$ cat src/rtl/line_clear_sequencer.sv
// Line-clear sequencer: after each piece lock it scans the fixed board bottom-up,
// drops non-full rows over removed ones, zero-fills the top and tracks line counts.
module line_clear_sequencer #(
  parameter int ROWS   = 20,
  parameter int COLS   = 10,
  parameter int ROW_AW = 5,
  parameter int CNT_W  = 16
) (
  input  logic              game_clk,
  input  logic              reset,
  input  logic              lock,
  output logic [ROW_AW-1:0] row_rd_addr,
  input  logic [COLS-1:0]   row_rd_data,
  output logic              row_wr_en,
  output logic [ROW_AW-1:0] row_wr_addr,
  output logic [COLS-1:0]   row_wr_data,
  output logic              clearing_line,
  output logic              clear_done,
  output logic [ROW_AW-1:0] lines_cleared,
  output logic [CNT_W-1:0]  total_lines,
  output logic              game_over,
  output logic [2:0]        dbg_state
);

  typedef enum logic [2:0] {
    S_IDLE  = 3'd0,
    S_SCAN  = 3'd1,
    S_FILL  = 3'd2,
    S_CHECK = 3'd3,
    S_DONE  = 3'd4
  } state_t;

  localparam int SW = ((CNT_W > ROW_AW) ? CNT_W : ROW_AW) + 1;

  state_t                    state_q, state_d;
  logic [ROW_AW-1:0]         src_q, src_d;
  logic signed [ROW_AW:0]    dst_q, dst_d;
  logic [ROW_AW-1:0]         cnt_q, cnt_d;
  logic [ROW_AW-1:0]         lines_q, lines_d;
  logic [CNT_W-1:0]          total_q, total_d;
  logic                      over_q, over_d;
  logic [SW-1:0]             sum_w;

  // Handshake: lock is a fire-and-forget pulse accepted only in IDLE with game_over
  // clear; clearing_line marks board ownership and clear_done pulses once at the end.
  always_ff @(posedge game_clk or posedge reset) begin
    if (reset) begin
      state_q <= S_IDLE;
      src_q   <= '0;
      dst_q   <= '0;
      cnt_q   <= '0;
      lines_q <= '0;
      total_q <= '0;
      over_q  <= 1'b0;
    end else begin
      state_q <= state_d;
      src_q   <= src_d;
      dst_q   <= dst_d;
      cnt_q   <= cnt_d;
      lines_q <= lines_d;
      total_q <= total_d;
      over_q  <= over_d;
    end
  end

  always_comb begin
    state_d     = state_q;
    src_d       = src_q;
    dst_d       = dst_q;
    cnt_d       = cnt_q;
    lines_d     = lines_q;
    total_d     = total_q;
    over_d      = over_q;
    row_rd_addr = '0;
    row_wr_en   = 1'b0;
    row_wr_addr = '0;
    row_wr_data = '0;
    sum_w       = SW'(total_q) + SW'(cnt_q);

    unique case (state_q)
      S_IDLE: begin
        if (lock && !over_q) begin
          src_d   = ROW_AW'(ROWS - 1);
          dst_d   = (ROW_AW + 1)'(ROWS - 1);
          cnt_d   = '0;
          state_d = S_SCAN;
        end
      end

      S_SCAN: begin
        row_rd_addr = src_q;
        if (&row_rd_data) begin
          cnt_d = cnt_q + 1'b1;
        end else begin
          // dst never drops below src here, so the write lands on a row already read.
          if ({1'b0, src_q} != dst_q) begin
            row_wr_en   = 1'b1;
            row_wr_addr = dst_q[ROW_AW-1:0];
            row_wr_data = row_rd_data;
          end
          dst_d = dst_q - 1'b1;
        end
        if (src_q == '0) begin
          state_d = (cnt_d != '0) ? S_FILL : S_CHECK;
        end else begin
          src_d = src_q - 1'b1;
        end
      end

      S_FILL: begin
        row_wr_en   = 1'b1;
        row_wr_addr = dst_q[ROW_AW-1:0];
        row_wr_data = '0;
        dst_d       = dst_q - 1'b1;
        if (dst_q == '0) state_d = S_CHECK;
      end

      S_CHECK: begin
        row_rd_addr = '0;
        if (|row_rd_data) over_d = 1'b1;
        state_d = S_DONE;
      end

      S_DONE: begin
        lines_d = cnt_q;
        if (sum_w > SW'({CNT_W{1'b1}})) total_d = '1;
        else                            total_d = sum_w[CNT_W-1:0];
        state_d = S_IDLE;
      end

      default: state_d = S_IDLE;
    endcase
  end

  assign clearing_line = (state_q != S_IDLE);
  assign clear_done    = (state_q == S_DONE);
  assign lines_cleared = lines_q;
  assign total_lines   = total_q;
  assign game_over     = over_q;
  assign dbg_state     = state_q;

endmodule

$ cat config.mk
export PLATFORM = sky130hd
export DESIGN_NAME = line_clear_sequencer
export DESIGN_NICKNAME = d
export VERILOG_FILES = /design/src/rtl/line_clear_sequencer.sv
export SDC_FILE = /design/constraint.sdc
export NUM_CORES = 1
export LEC_CHECK = 0
export BUFFER_PORTS_ARGS = -buffer_cell sky130_fd_sc_hd__buf_2
export CAP_MARGIN = 20
export CELL_PAD_IN_SITES_DETAIL_PLACEMENT = 0
export CELL_PAD_IN_SITES_GLOBAL_PLACEMENT = 1
export CORE_MARGIN = 3
export CORE_UTILIZATION = 40
export DETAILED_ROUTE_END_ITERATION = 7
export PLACE_DENSITY = 0.87
export SYNTH_ARGS = -nofsm -noshare
export SYNTH_HDL_FRONTEND = slang
export SYNTH_SLANG_ARGS = --single-unit
$ cat constraint.sdc
create_clock -name game_clk -period 2.7 [get_ports game_clk]
set_input_delay 0.135 -clock game_clk [delete_from_list [all_inputs] [get_ports game_clk]]
set_output_delay 0.135 -clock game_clk [all_outputs]
set_load 0.02 [all_outputs]
==> flow_summary.yaml, run 1 <==
outcome:
  status: "finished with violations"
  violations: "negative hold slack"
timing:
  hold_viol: 13
  holdWs_ps: -7.51
  max_freq_ghz: 0.415
  drv_slew: 0
  tns_ps: 0
  finalSetupViolCount: 0
  tightest_slew_ps: 833
  period_needed_ps: 2410
  finClkSkew_ps: 6.06
  period_share_pct: 89.2
  max_slew_margin_pct: 44.4
  rsz0062_at_grt: "false"
  setup_slack_ps: 291
yosys:
  synthArstFlopShare_pct: 100
  synth_edf_count: 0
  ys_seq_elements: 41
  yosysTopAreaCell: "dfrtp_1"
  synth_cell_type_count: 46
  synth_top_area_share_pct: 40.2
  syn_nets: 299
  synth.area.top_cells: "dfrtp_1, ha_1, mux2_2"
  ys_seq_area_share_pct: 40.2
  synthCells: 275
  synthesis.area_um2: 2550
  ys_warn_count: 0
  synth_ff_type: "dfrtp_1"
  avgSynthCellArea_um2: 9.29
power:
  p_leak_uw: 0.00152
  peakVddDrop_mv: 0.691
  power_density_nw_per_um2: 853
placed_design:
  routabilityCongestion: 0.802
  dp_hpwl_mm: 4.44
  post-place-ws_ps: 309
  post-place-cells: 408
  io_buffers: 60
cts:
  ctsResizeCount: 0
  clk_latency_ps: 290
  clk_pin_slew_ps: 80
  cts_buffers: 5
  clk_path_buf_depth: 2
  cts_tree: "yes"
  cts.sinks: 41
  post-cts-setup-buffer-count: 0
  cts-root-buf: "clkbuf_8"
  htree_levels: 2
  hold_buffers: 0
worst_setup_path:
  cp_max_fo: 9
  critPathKind: "reg2reg"
  crit_arrival_ps: 2590
  required_ps: 2880
  start_kind: "flop"
  worst_path_largest_cell_delay_ps: 450
  slowest_stage: "dfrtp_1"
  critical_path.endpoint_type: "flop"
  crit_chain: "ha_1, inv_1, fa_1, nor2b_1, o31a_1, o211ai_2, nor3_1, mux2_2"
die:
  num_io_pins: 61
  die_area_um2: 7380
  rows: 28
  fp.dieW_um: 85.9
  fp.dieH_um: 85.9
  core_area_um2: 6060
  initial_core_util_pct: 42.2
detailed_routing:
  drt_first_pass_iters: 4
  wl_per_cell_um: 13.9
  viasPerCell: 5.36
  via_count: 2230
  totalWireLength_mm: 5.80
  ant_nets: 0
  post-route-drc-count: 0
  drt_iter0_drc: 87
global_route:
  grt_overflow: 0
  grt_max_degree: 23
  track_usage_pct: 16.1
  grt_pass1_wl_mm: 9.74
  antenna_found_initial: 0
  first_global_vias: 2120
final_layout:
  fillCellCount: 556
  layoutNonFillerInstCount: 416
  layout_commonest_cell: "buf_2"
  nets: 364
  syn2layout_area_growth_pct: 20.7
  layout-drive-gt1-share_pct: 26.4
  final_cell_mix: "buf_2, dfrtp_1, nor2_1"
  fin_util_pct: 50.9
  n_antenna_cell: 0
hold_path:
  worstHoldPathType: "in2async"
flow_run:
  cap_violations: 0
-- Yosys cell counts (all sizes together) (2+ instances only) --
master	count
a211oi	4
a21o	3
a21oi	15
a31oi	6
and2	14
and3	2
buf	3
clkbuf	6
dfrtp	41
ha	10
inv	14
mux2	11
mux2i	2
nand2	17
nand2b	5
nand3	10
nand4	8
nor2	24
nor2b	5
nor3	11
nor3b	3
nor4	3
o211a	2
o21a	3
o21ai	15
o22a	4
o31a	2
o31ai	3
or3	3
xnor2	9
xor2	5
-- area by class of cell --
class	count	area [um2]	area share (%)
clock inverter	3	65.1	2.11
inverter	14	52.6	1.70
clock buffer	5	68.8	2.23
timing repair buffer	67	353	11.4
sequential	41	1030	33.3
tap	75	93.8	3.04
multi-input combinational	211	1430	46.2
-- cell families (layout without fill, tap and decap cells) --
logic type	Yosys count	count (layout)	share of synthesized area (%)
compound gates	65	65	17.4
xor+xnor	14	14	4.80
fa+ha+maj	11	11	5.68
buf+inv	23	89	4.06
flops	41	41	40.2
mux	13	13	5.63
simple gates	108	108	22.2
-- per-stage QoR --
| step | total power (uW) | hold WS, ps | instance area (um2) |
|---|---|---|---|
| floorplan | 1720 | 336 | 2550 |
| global placement | 2040 | 341 | 2950 |
| detailed placement | 2060 | 348 | 2950 |
| CTS | 2660 | 23.3 | 3080 |
| global route | 2840 | 78.5 | 3080 |
| finish | 2630 | -7.51 | 3080 |
-- routing by layer --
metal | share of wire (%) | global-route usage [%]
met2 | 46 | 27.1
met4 | 0.91 | 3.45
met3 | 6.2 | 3.75
met1 | 46 | 21.1
met5 | 0 | 0
-- path summary, 6_finish.rpt --
check                           cells after the start                    startpoint  slack, ps                      endpoint
worst max-delay path                                8          cnt_q[0]$_DFFE_PP0P_        290   total_lines[14]$_DFFE_PP0P_
min in group game_clk                               4                row_rd_data[9]        190         game_over$_DFFE_PP0P_
max in group asynchronous                           3                         reset       2030   total_lines[10]$_DFFE_PP0P_
worst min-delay path                                2                         reset         -8          src_q[1]$_DFFE_PP0P_
worst min register to register                      1  lines_cleared[4]$_DFFE_PP0P_        500  lines_cleared[4]$_DFFE_PP0P_
worst max register to register                      8          cnt_q[0]$_DFFE_PP0P_        290   total_lines[14]$_DFFE_PP0P_
-- critical path: cells and delay by family, from the launching register on --
family / cells / cell delay, ps
adders and majority gates: 2 / 640
DFF: 1 / 450
AOI/OAI and AO/OA: 2 / 420
and+or+nand+nor: 2 / 370
muxes: 1 / 350
buffers and inverters: 1 / 70
-- registers in the layout, summed over array words and instances, names as in the netlist --
register / flops
dst_q: 6
lines_cleared: 5
cnt_q: 5
game_over: 1
dbg_state: 3
total_lines: 16
src_q: 5
-- where the power goes --
part | internal [uW] | total, uW | switching [uW]
Sequential | 726 | 885 | 159
Combinational | 471 | 1160 | 689
Clock | 367 | 587 | 220
(Power assumes the default switching activity.)
==> run 2, diff against run 1 <==
--- a/config.mk
+++ b/config.mk
@@ -11,8 +11,11 @@
 export CELL_PAD_IN_SITES_GLOBAL_PLACEMENT = 1
 export CORE_MARGIN = 3
 export CORE_UTILIZATION = 40
+export CTS_CLUSTER_DIAMETER = 40
 export DETAILED_ROUTE_END_ITERATION = 7
 export PLACE_DENSITY = 0.87
+export RECOVER_POWER = 50
+export SKIP_LAST_GASP = 1
 export SYNTH_ARGS = -nofsm -noshare
 export SYNTH_HDL_FRONTEND = slang
 export SYNTH_SLANG_ARGS = --single-unit
==> run 2 against run 1 <==
  * The flow still finishes with violations (negative hold slack)
  * Maximum frequency decreased by 0.26%
  * Die area unchanged
  * Wire length increased by 0.69%
  * Final cell count unchanged
  * Cell area decreased by 1.3%
  * Highest routed layer unchanged
==> flow_summary.yaml, run 2 (same netlist as run 1, synthesis figures left out) <==
detailed_routing:
  ant_nets: 0
  post-route-drc-count: 0
  via_count: 2229
  viasPerCell: 5.36
  wl_per_cell_um: 14.0
  totalWireLength_mm: 5.84
  drt_iter0_drc: 79
  drt_first_pass_iters: 4
global_route:
  grt_overflow: 0
  grt_pass1_wl_mm: 9.74
  track_usage_pct: 16.1
  antenna_found_initial: 0
  grt_max_degree: 23
  first_global_vias: 2120
cts:
  hold_buffers: 0
  cts.sinks: 41
  htree_levels: 2
  cts_buffers: 5
  cts-root-buf: "clkbuf_8"
  clk_path_buf_depth: 2
  cts_tree: "yes"
  ctsResizeCount: 0
  post-cts-setup-buffer-count: 0
  clk_pin_slew_ps: 80
  clk_latency_ps: 290
timing:
  drv_slew: 0
  tightest_slew_ps: 830
  rsz0062_at_grt: "false"
  setup_slack_ps: 284
  period_needed_ps: 2420
  holdWs_ps: -6.95
  period_share_pct: 89.5
  max_freq_ghz: 0.414
  max_slew_margin_pct: 44.6
  finClkSkew_ps: 6.41
  hold_viol: 17
  finalSetupViolCount: 0
  tns_ps: 0
die:
  num_io_pins: 61
  fp.dieW_um: 85.9
  die_area_um2: 7380
  rows: 28
  initial_core_util_pct: 42.2
  core_area_um2: 6060
  fp.dieH_um: 85.9
worst_setup_path:
  crit_arrival_ps: 2590
  critical_path.endpoint_type: "flop"
  r2r_cells: 8
  start_kind: "flop"
  critPathKind: "reg2reg"
  required_ps: 2880
  cp_max_fo: 9
placed_design:
  post-place-cells: 408
  io_buffers: 60
  dp_hpwl_mm: 4.44
  routabilityCongestion: 0.802
  post-place-ws_ps: 309
final_layout:
  final_cell_mix: "dfrtp_1, buf_2, clkbuf_1"
  register_area_um2: 1030
  fillCellCount: 576
  multi_input_area_um2: 1430
  layout-drive-gt1-share_pct: 19.1
  layoutNonFillerInstCount: 416
  fin_util_pct: 50.2
  nets: 364
  n_antenna_cell: 0
  layout_commonest_cell: "dfrtp_1"
  largest_register_ffs: 16
  syn2layout_area_growth_pct: 19.2
outcome:
  violations: "negative hold slack"
  status: "finished with violations"
power:
  power_density_nw_per_um2: 861
  p_leak_uw: 0.00141
  peakVddDrop_mv: 0.691
hold_path:
  worstHoldPathType: "in2async"
flow_run:
  cap_violations: 0
run 2: cell types whose count changed in the layout (fill, tap and decap cells not counted), sizes merged:
cell	previous run	this run
buf	67	42
clkbuf	5	30
run 2: power by group:
group	internal, uW	total (uW)	switching [uW]
registers	726	886	160
logic	463	1150	689
clock network	367	585	218
run 2: stage by stage:
step	power [uW]	instance area, um2	hold WS (ps)
final	2620	3050	-6.95
after floorplan	1720	2550	336
after global placement	2040	2950	341
after detailed placement	2060	2950	348
after global routing	2830	3050	79.7
after CTS	2660	3080	23.3
run 2: path summary, 6_finish.rpt:
| path | to | slack [ps] | from |
|---|---|---|---|
| worst min-delay path | src_q[1]$_DFFE_PP0P_ | -7 | reset |
| worst min register to register | lines_cleared[4]$_DFFE_PP0P_ | 510 | lines_cleared[4]$_DFFE_PP0P_ |
| min in group game_clk | game_over$_DFFE_PP0P_ | 200 | row_rd_data[9] |
| max in group asynchronous | total_lines[14]$_DFFE_PP0P_ | 1690 | reset |
| worst max register to register | total_lines[14]$_DFFE_PP0P_ | 280 | cnt_q[0]$_DFFE_PP0P_ |
| worst max-delay path | total_lines[14]$_DFFE_PP0P_ | 280 | cnt_q[0]$_DFFE_PP0P_ |
run 2: metal layers:
metal	wire length, um	GRT usage (%)
met1	2700	21.1
met2	2700	27.1
met5	0	0
met3	382	3.75
met4	53	3.45
run 2: critical path: stages, from the launching register on:
cell and delay, ps:
dfrtp_1 450, ha_1 240, inv_1 70, fa_1 400, nor2b_1 160, o31a_1 220, o211ai_2 200, nor3_1 210
mux2_2 350
run 2: final cells by class:
type / instances / area share (%)
multi-input cells: 211 / 46.8
inverters: 14 / 1.73
clock buffers: 5 / 2.26
repair buffers: 67 / 10.3
well taps: 75 / 3.08
clock inverters: 3 / 2.14
flip-flops and latches: 41 / 33.7
==> run 3, diff against run 2 <==
--- a/config.mk
+++ b/config.mk
@@ -10,10 +10,11 @@
 export CELL_PAD_IN_SITES_DETAIL_PLACEMENT = 0
 export CELL_PAD_IN_SITES_GLOBAL_PLACEMENT = 1
 export CORE_MARGIN = 3
-export CORE_UTILIZATION = 40
+export CORE_UTILIZATION = 42
+export CTS_BUF_LIST = sky130_fd_sc_hd__clkbuf_2
 export CTS_CLUSTER_DIAMETER = 40
 export DETAILED_ROUTE_END_ITERATION = 7
-export PLACE_DENSITY = 0.87
+export PLACE_DENSITY = 0.91
 export RECOVER_POWER = 50
 export SKIP_LAST_GASP = 1
 export SYNTH_ARGS = -nofsm -noshare
==> run 3 against run 2 <==
  * The flow now finishes without violations
  * Utilization rose by 1.7 points
  * Worst setup slack worse by 5.7 ps
  * Clock-buffer cell count unchanged
  * Critical path depth fell by 2
  * Combinational power hardly changed
  * Register-to-register slack improved by 20 ps
  * Sequential cell count is the same
  * Critical path type is now reg2out
==> flow_summary.yaml, run 3 (same netlist as run 1, synthesis figures left out) <==
outcome:
  status: "completed"
detailed_routing:
  totalWireLength_mm: 5.90
  drt_iter0_drc: 88
  via_count: 2267
  ant_nets: 0
  viasPerCell: 5.46
  wl_per_cell_um: 14.2
  drt_first_pass_iters: 4
  post-route-drc-count: 0
global_route:
  grt_max_degree: 28
  track_usage_pct: 17.4
  grt_pass1_wl_mm: 10.2
  met1_usage_pct: 22.5
  met2_usage_pct: 28.8
  use_met3_pct: 4.34
  first_global_vias: 2187
  antenna_found_initial: 0
  busiest_layer: "met2"
  grt_overflow: 0
cts:
  cts-root-buf: "clkbuf_2"
  cts_buffers: 5
  post-cts-setup-buffer-count: 0
  clk_latency_ps: 410
  clk_path_buf_depth: 2
  clk_pin_slew_ps: 210
  htree_levels: 2
  cts.sinks: 41
  cts_tree: "yes"
hold_path:
  hold-path-cell-count: 4
  hold_path.startpoint: "row_rd_data[8]"
  worstHoldPathType: "in2reg"
  hold_path_end: "game_over$_DFFE_PP0P_"
die:
  initial_core_util_pct: 44.8
  rows: 27
  fp.dieH_um: 84.0
  core_area_um2: 5710
  die_area_um2: 7060
  num_io_pins: 61
  fp.dieW_um: 84.0
timing:
  max_freq_ghz: 0.413
  tns_ps: 0
  hold_viol: 0
  finClkSkew_ps: 7.68
  max_slew_margin_pct: 10.6
  tightest_slew_ps: 1340
  finalSetupViolCount: 0
  period_share_pct: 89.7
  period_needed_ps: 2420
  drv_slew: 0
  rsz0062_at_grt: "false"
power:
  power_density_nw_per_um2: 778
  clkPwrFrac_pct: 11.5
  p_leak_uw: 0.00138
  finalPower_uw: 2300
  pwr-share-comb_pct: 49.4
  power.internal_uw: 1250
  switching_share_pct: 45.9
  p_seq_share_pct: 39.1
  p_sw_uw: 1060
  peakVddDrop_mv: 0.629
flow_run:
  cap_violations: 0
worst_setup_path:
  r2r_start: "cnt_q[0]$_DFFE_PP0P_"
  start_kind: "flop"
  path_delay_family: "compound AO/OA/AOI/OAI gates"
  worst_path_largest_cell_delay_ps: 490
  required_ps: 2570
  slowest_stage: "dfrtp_1"
  path_buf_inv: 1
  critPathKind: "reg2out"
  cp_max_fo: 12
  r2r_end: "total_lines[14]$_DFFE_PP0P_"
  critical_path.endpoint_type: "output pin"
  r2r_slack_ps: 300
  r2r_cells: 8
  crit_arrival_ps: 2290
  crit_chain: "xnor2_1, nand4_1, o311a_2, a31oi_1, nor2b_1, buf_2"
final_layout:
  nets: 366
  layout-drive-gt1-share_pct: 19.0
  largest_register_ffs: 16
  final_area_um2: 2960
  syn2layout_area_growth_pct: 16.0
  final_cell_mix: "dfrtp_1, buf_2, clkbuf_1"
  n_antenna_cell: 0
  layout_commonest_cell: "dfrtp_1"
placed_design:
  dpl_cell_area_um2: 2950
  dp_hpwl_mm: 4.56
  routabilityCongestion: 0.843
  io_buffers: 60
[run 3: cell types whose count changed in the layout (fill, tap and decap cells not counted), sizes merged]
cell         delta
buf             +1
dlygate4sd3     +1
clkinv          +2
bufinv          -2
[run 3: layout make-up]
type / instances / area, um2
Tap cell: 72 / 90.1
Fill cell: 560 / 2750
Clock buffer: 5 / 25.0
Clock inverter: 3 / 12.5
Multi-Input combinational cell: 211 / 1430
Timing Repair Buffer: 69 / 332
Sequential cell: 41 / 1030
Inverter: 14 / 52.6
[run 3: metal layers]
layer	vias up	share of wire [%]	wire length [um]
li1	1121	-	-
met2	77	47	2770
met3	10	6.3	374
met5	-	0	0
met4	0	1.4	82
met1	1059	45	2670
[run 3: worst max path at each step]
| stage | startpoint | end | slack, ps | depth (start not counted) |
|---|---|---|---|---|
| final | dst_q[3]$_DFFE_PP0P_ | row_wr_addr[4] | 280 | 6 |
| after global placement | cnt_q[0]$_DFFE_PP0P_ | total_lines[14]$_DFFE_PP0P_ | 390 | 8 |
| after detailed placement | cnt_q[0]$_DFFE_PP0P_ | total_lines[14]$_DFFE_PP0P_ | 330 | 8 |
| after global routing | dst_q[3]$_DFFE_PP0P_ | row_wr_addr[4] | 80 | 6 |
| after floorplan | total_lines[0]$_DFFE_PP0P_ | total_lines[14]$_DFFE_PP0P_ | 470 | 8 |
| after CTS | dst_q[3]$_DFFE_PP0P_ | row_wr_addr[4] | 230 | 6 |
[run 3: tightest hold or removal path, stage by stage]
cell	delay [ps]
buf_2	90
nor2_1	40
nand3_1	60
a21o_1	110
[run 3: repair_timing]
| item | in CTS | in global routing |
|---|---|---|
| gates resized for setup | 0 | 1 |
| endpoints found under the hold margin | 25 | 0 |
| endpoints found under the setup margin | 0 | 1 |
| hold buffers | 1 | 0 |
[run 3: power by group through the flow]
stage | Combinational, uW | Sequential (uW) | Clock (uW)
6_report | 1140 | 902 | 265
5_1_grt | 1280 | 926 | 306
4_1_cts | 1160 | 902 | 276
3_5_place_dp | 1150 | 915 | 0
3_3_place_gp | 1130 | 903 | 0
2_1_floorplan | 853 | 867 | 0
[run 3: through the flow]
step	std cells	hold slack (ps)	setup slack (ps)	utilization [%]
floorplan	275	336	471	-
global placement	405	437	392	51.6
detailed placement	405	437	332	51.6
CTS	414	30.4	231	52.4
global route	415	22.9	77.1	51.9
finish	415	43.2	279	51.9
